$ cat src/rtl/mmio_uart_tx.sv
// mmio_uart_tx: memory-mapped console transmitter.
// TXDATA (BASE_ADDR) stores push a byte into a small FIFO; STATUS
// (BASE_ADDR+4) reports full/empty/active/overflow/count and lets the core
// clear the sticky overflow flag. Bytes leave on tx as 8N1 frames.
// Optional feature: define UART_PARITY_EN to insert an even-parity bit (8E1).
module mmio_uart_tx #(
  parameter logic [31:0] BASE_ADDR    = 32'h0000_0100,
  parameter int          CLKS_PER_BIT = 16,
  parameter int          FIFO_DEPTH   = 8
) (
  input  logic        CLK,
  input  logic        reset,
  input  logic        we,
  input  logic        re,
  input  logic [31:0] addr,
  input  logic [31:0] wdata,
  output logic [31:0] rdata,
  output logic        sel,
  output logic        tx,
  output logic        busy
);

  localparam int PW   = $clog2(FIFO_DEPTH);
  localparam int CNTW = PW + 1;
  localparam int BW   = $clog2(CLKS_PER_BIT);
  localparam logic [31:0] STATUS_ADDR = BASE_ADDR + 32'd4;

  typedef enum logic [2:0] {
    ST_IDLE,
    ST_START,
    ST_DATA,
    ST_STOP
`ifdef UART_PARITY_EN
    , ST_PARITY
`endif
  } state_t;

  state_t          state_q;
  logic [BW-1:0]   baud_q;
  logic [2:0]      bit_q;
  logic [7:0]      shift_q;
  logic            tx_q;
`ifdef UART_PARITY_EN
  logic            par_q;
`endif

  logic [7:0]      mem_q [FIFO_DEPTH];
  logic [PW-1:0]   wr_ptr_q, wr_ptr_d;
  logic [PW-1:0]   rd_ptr_q, rd_ptr_d;
  logic [CNTW-1:0] count_q, count_d;
  logic            ovf_q, ovf_d;

  logic hit_tx, hit_st, full, empty, push, pop, baud_last;

  assign hit_tx    = (addr == BASE_ADDR);
  assign hit_st    = (addr == STATUS_ADDR);
  assign full      = (count_q == CNTW'(FIFO_DEPTH));
  assign empty     = (count_q == '0);
  // Fullness is taken from the registered count, so a push on a full FIFO
  // is dropped even if the transmitter pops on the same edge.
  assign push      = we && hit_tx && !full;
  assign pop       = (state_q == ST_IDLE) && !empty;
  assign baud_last = (baud_q == BW'(CLKS_PER_BIT - 1));

  assign sel  = hit_tx || hit_st;
  assign tx   = tx_q;
  assign busy = !empty || (state_q != ST_IDLE);

  // Only the low byte and the ovf-clear bit of store data matter.
  logic unused_wdata;
  assign unused_wdata = ^wdata[31:8];

  // STATUS read mux; everything else (including TXDATA reads) returns 0.
  always_comb begin
    rdata = '0;
    if (re && hit_st) begin
      rdata[0]         = full;
      rdata[1]         = empty;
      rdata[2]         = (state_q != ST_IDLE);
      rdata[3]         = ovf_q;
      rdata[7 +: CNTW] = count_q;
    end
  end

  // FIFO pointer/count/overflow next-state.
  always_comb begin
    wr_ptr_d = wr_ptr_q + PW'(push);
    rd_ptr_d = rd_ptr_q + PW'(pop);
    count_d  = count_q;
    case ({push, pop})
      2'b10:   count_d = count_q + CNTW'(1);
      2'b01:   count_d = count_q - CNTW'(1);
      default: count_d = count_q;
    endcase
    ovf_d = ovf_q;
    if (we && hit_st && wdata[3]) ovf_d = 1'b0;
    if (we && hit_tx && full)     ovf_d = 1'b1;
  end

  // FIFO control registers.
  always_ff @(posedge CLK) begin
    if (reset) begin
      wr_ptr_q <= '0;
      rd_ptr_q <= '0;
      count_q  <= '0;
      ovf_q    <= 1'b0;
    end else begin
      wr_ptr_q <= wr_ptr_d;
      rd_ptr_q <= rd_ptr_d;
      count_q  <= count_d;
      ovf_q    <= ovf_d;
    end
  end

  // FIFO storage; contents are don't-care while the count says empty.
  always_ff @(posedge CLK) begin
    if (push) mem_q[wr_ptr_q] <= wdata[7:0];
  end

  // Transmit FSM with registered serial output.
  always_ff @(posedge CLK) begin
    if (reset) begin
      state_q <= ST_IDLE;
      baud_q  <= '0;
      bit_q   <= '0;
      shift_q <= '0;
      tx_q    <= 1'b1;
`ifdef UART_PARITY_EN
      par_q   <= 1'b0;
`endif
    end else begin
      case (state_q)
        ST_IDLE: begin
          tx_q   <= 1'b1;
          baud_q <= '0;
          if (!empty) begin
            shift_q <= mem_q[rd_ptr_q];
            bit_q   <= '0;
            tx_q    <= 1'b0;
            state_q <= ST_START;
`ifdef UART_PARITY_EN
            par_q   <= ^mem_q[rd_ptr_q];
`endif
          end
        end
        ST_START: begin
          if (baud_last) begin
            baud_q  <= '0;
            tx_q    <= shift_q[0];
            state_q <= ST_DATA;
          end else begin
            baud_q <= baud_q + BW'(1);
          end
        end
        ST_DATA: begin
          if (baud_last) begin
            baud_q <= '0;
            if (bit_q == 3'd7) begin
`ifdef UART_PARITY_EN
              tx_q    <= par_q;
              state_q <= ST_PARITY;
`else
              tx_q    <= 1'b1;
              state_q <= ST_STOP;
`endif
            end else begin
              shift_q <= {1'b0, shift_q[7:1]};
              tx_q    <= shift_q[1];
              bit_q   <= bit_q + 3'd1;
            end
          end else begin
            baud_q <= baud_q + BW'(1);
          end
        end
`ifdef UART_PARITY_EN
        ST_PARITY: begin
          if (baud_last) begin
            baud_q  <= '0;
            tx_q    <= 1'b1;
            state_q <= ST_STOP;
          end else begin
            baud_q <= baud_q + BW'(1);
          end
        end
`endif
        ST_STOP: begin
          if (baud_last) begin
            baud_q  <= '0;
            tx_q    <= 1'b1;
            state_q <= ST_IDLE;
          end else begin
            baud_q <= baud_q + BW'(1);
          end
        end
        default: begin
          baud_q  <= '0;
          tx_q    <= 1'b1;
          state_q <= ST_IDLE;
        end
      endcase
    end
  end

endmodule

$ cat config.mk
export PLATFORM = sky130hd
export DESIGN_NAME = mmio_uart_tx
export DESIGN_NICKNAME = d
export VERILOG_FILES = /design/src/rtl/mmio_uart_tx.sv
export SDC_FILE = /design/constraint.sdc
export NUM_CORES = 1
export LEC_CHECK = 0
export BUFFER_PORTS_ARGS = -buffer_cell sky130_fd_sc_hd__buf_2
export CORE_MARGIN = 3
export CORE_UTILIZATION = 40
export CTS_CLUSTER_SIZE = 30
export DETAILED_ROUTE_END_ITERATION = 10
export PLACE_DENSITY_LB_ADDON = 0.12
export SLEW_MARGIN = 0
export SYNTH_ARGS = -nofsm -noshare
export SYNTH_HDL_FRONTEND = slang
export SYNTH_SLANG_ARGS = --single-unit
$ cat constraint.sdc
create_clock -name CLK -period 4.1 [get_ports CLK]
set_clock_uncertainty 0.2 [all_clocks]
set_input_delay 0.41 -clock CLK [delete_from_list [all_inputs] [get_ports CLK]]
set_output_delay 0.41 -clock CLK [all_outputs]
set_load 0.02 [all_outputs]
==> key figures <==
Setup path
  – Slowest stage delay, CP: between 500 and 600 ps
  – Critical path endpoint category: flip-flop
  – Arrival time worst endpoint: ~3000 ps
  – CP cell instances: nor3_1 -> a21oi_1 -> nand4_2 -> ha_1 -> xor2_1 -> ha_1 -> a21oi_1 -> xor2_1 -> or3_1 -> a21oi_1
  – Crit path max fanout: 11
  – Crit path top cell by count: a21oi_1
  – WP data required: 4190 ps
  – Startpoint types: flip-flop
  – Worst Setup Path Type: flip-flop to flip-flop
  – Slowest-stage cell, CP: dfxtp_1

Global route
  – Initial antenna violation count: 0
  – GRT Overall Usage: around 14%
  – Largest net degree at the start of global routing: 32
  – Remaining global-route overflow: 0
  – Number of global-route vias before repair: approximately 2.5k
  – First-pass GRT wire length: approximately 13000 microns

Final layout
  – Final #Nets: 459
  – Area Growth Syn to Fin: 12.0%
  – Number of cells in the finished layout apart from fillers: a little over 500
  – Commonest non-fill, non-tap cell in the layout: edfxtp_1
  – Fin util: between 40% and 50%
  – Layout cell share with drive strength beyond 1: 22.5%
  – # diodes: 0
  – Most frequent cells in the layout: 64 x edfxtp_1, 54 x buf_2, 29 x dfxtp_1, 24 x conb_1, 18 x nand2_1

Route
  – DRC: 0
  – Wire length per cell: approximately 16 microns
  – Routed WL: 8100 microns
  – First drt pass iteration count: 4
  – Antenna viol nets, final: 0
  – Via-to-Cell Ratio: around 5.0
  – First-iteration detailed-routing DRC count: 147
  – Vias: ~2.6k

Timing
  – Final hold slack: 114 ps
  – Unrepaired setup endpoints after global routing: false
  – Hold Vio Cnt, Final: 0
  – Final setup margin: roughly 1200 ps
  – Minimum clock period: between 2000 and 3000 ps
  – Max Slew Vio Count: 0
  – Final setup vio count: 0
  – Fmax: approximately 0.35 GHz
  – Setup TNS: 0 ps
  – Slew @ Worst Pin: around 910 ps
  – Relative slew slack: between 30% and 40%
  – Final worst path period share: between 60% and 70%

Synth
  – Flip-flop and latch count after synthesis: 93
  – Primary FF master, synth: edfxtp_1
  – EDFF count, synth: 64
  – Post-synth top area share: about 45%
  – Post-Syn Area: approximately 4300 sq um
  – Post-synthesis sequential area ratio: just under 60%
  – Library cells used by synthesis: between 40 and 50
  – Syn_area_per_cell: about 14 sq um
  – Ys Warns: 0
  – Area leader, netlist: edfxtp_1
  – Cells after Synth: between 300 and 400
  – Synth top area cells: edfxtp_1 45%, dfxtp_1 13%, mux4_1 9.7%
  – Post-synthesis async set-or-reset flop share: 0%

Clocking
  – CTS tree: done
  – Setup bufs post-CTS: 0
  – Clock Tree Buf Depth: 2
  – H-tree Lvls: 3
  – Skew-Pair Late Insertion Delay: about 360 ps
  – Root Buffer Master: clkbuf_8
  – TritonCTS buffer count: 9
  – Post-CTS Resized: 0
  – Clk pin slew, worst setup/hold paths: ~100 ps
  – CTS Sinks: 93
  – CTS Hold Bufs: 0

Flow run
  – Max Cap Viol: 0

Place
  – Routability cong.: between 0.7 and 0.8
  – Dpl ws: about 960 ps
  – DP Cell Count: roughly 500
  – DP Wirelength: between 5000 and 6000 microns
  – I/O Buffers: 54

Die
  – Starting Density: between 40 and 50%
  – I/O pin cnt: between 100 and 150
  – Die height: between 100 and 150 microns
  – Die width: approximately 110 microns
  – Die footprint: ~12000 sq um
  – Row Count: 37
  – Core ar.: approximately 10000 sq um

Outcome
  – Status: finished, final reports clean

Worst hold path
  – Worst Hold Class: primary input to flip-flop

Pwr
  – Pwr/cell area: between 300 and 400 nW/um^2
  – Maximum VDD drop: roughly 210 uV
  – Leak: approximately 0.0018 uW
==> cells in the mapped netlist (2+ instances only) <==
master,count
edfxtp_1,64
dfxtp_1,29
buf_4,25
nand2_1,18
a21oi_1,16
mux4_1,16
ha_1,14
nor2_1,13
inv_1,11
a211o_1,9
nor3_1,9
nor4_1,8
and2_1,7
clkbuf_1,7
nor2b_1,7
o22ai_1,7
nand2b_1,5
nor4b_1,4
o21ai_0,4
xor2_1,4
and3_1,3
and4_1,3
mux2_2,3
xnor2_1,3
buf_2,2
buf_6,2
mux2i_1,2
nand3_1,2
nand3b_1,2
or2_0,2
==> sequential cells by signal, summed over array words and instances (netlist names), 2 cells and up <==
signal,flops
mem_q,64
shift_q,8
baud_q,4
count_q,4
bit_q,3
rd_ptr_q,3
wr_ptr_q,3
state_q,2
==> worst max-delay path: cells and delay by family, from the launching register on <==
family / cells / cell delay, ps
AND/OR/NAND/NOR: 3 / 740
AO/OA/AOI/OAI: 3 / 480
XOR/XNOR: 2 / 260
flip-flops: 1 / 530
adder cells (fa/ha/maj): 2 / 570
==> final cells by class <==
cell class / instances / area [sq um]
timing repair buffer: 63 / 338
fill: 954 / 5580
tap: 136 / 170
inverter: 11 / 41.3
clock inverter: 6 / 51.3
sequential: 93 / 2500
multi-input combinational: 199 / 1600
clock buffer: 10 / 128
==> power by group <==
group / switching, uW / total (uW) / internal (uW) / leakage (uW)
Sequential: 7.46 / 1020 / 1010 / 0.000809
Clock: 330 / 562 / 232 / 0.0000936
Combinational: 85.0 / 131 / 45.7 / 0.000903
==> path summary, 6_finish.rpt <==
kind / start / end / depth (start not counted) / slack, ps
setup / recovery: count_q[1] / count_q[2] / 10 / 1250
hold / removal: wdata[2] / mem_q[3][2] / 1 / 110
setup reg to reg: count_q[1] / count_q[2] / 10 / 1250
hold reg to reg: shift_q[2] / shift_q[2] / 2 / 260
==> stage by stage <==
stage	power (uW)	area, sq um
4_1_cts	1740	4830
3_3_place_gp	1170	4650
5_1_grt	1800	4830
6_report	1710	4830
2_1_floorplan	1150	4400
3_5_place_dp	1170	4650
==> metal layers <==
metal  GRT usage, %  part of all wire [%]  vias up
li1               -                     -     1274
met1           18.5                    45     1259
met2           23.8                    51       32
met3           3.70                   2.8        8
met4           4.01                   1.2        0
met5              0                     0        -
==> cells by family (layout without fill, tap and decap cells) <==
| logic type | Yosys count | count (layout) | synth area share (%) |
|---|---|---|---|
| and+or+nand+nor | 92 | 92 | 12.2 |
| adders and majority gates | 14 | 14 | 4.06 |
| xor gates and xnor gates | 7 | 7 | 1.42 |
| muxes | 21 | 21 | 11.0 |
| buffers and inverters | 48 | 90 | 7.13 |
| other | 1 | 24 | 0.0869 |
| DFF | 93 | 93 | 58.0 |
| AOI/OAI and AO/OA | 41 | 41 | 6.09 |
No activity file was read; power rests on OpenSTA's default activity.
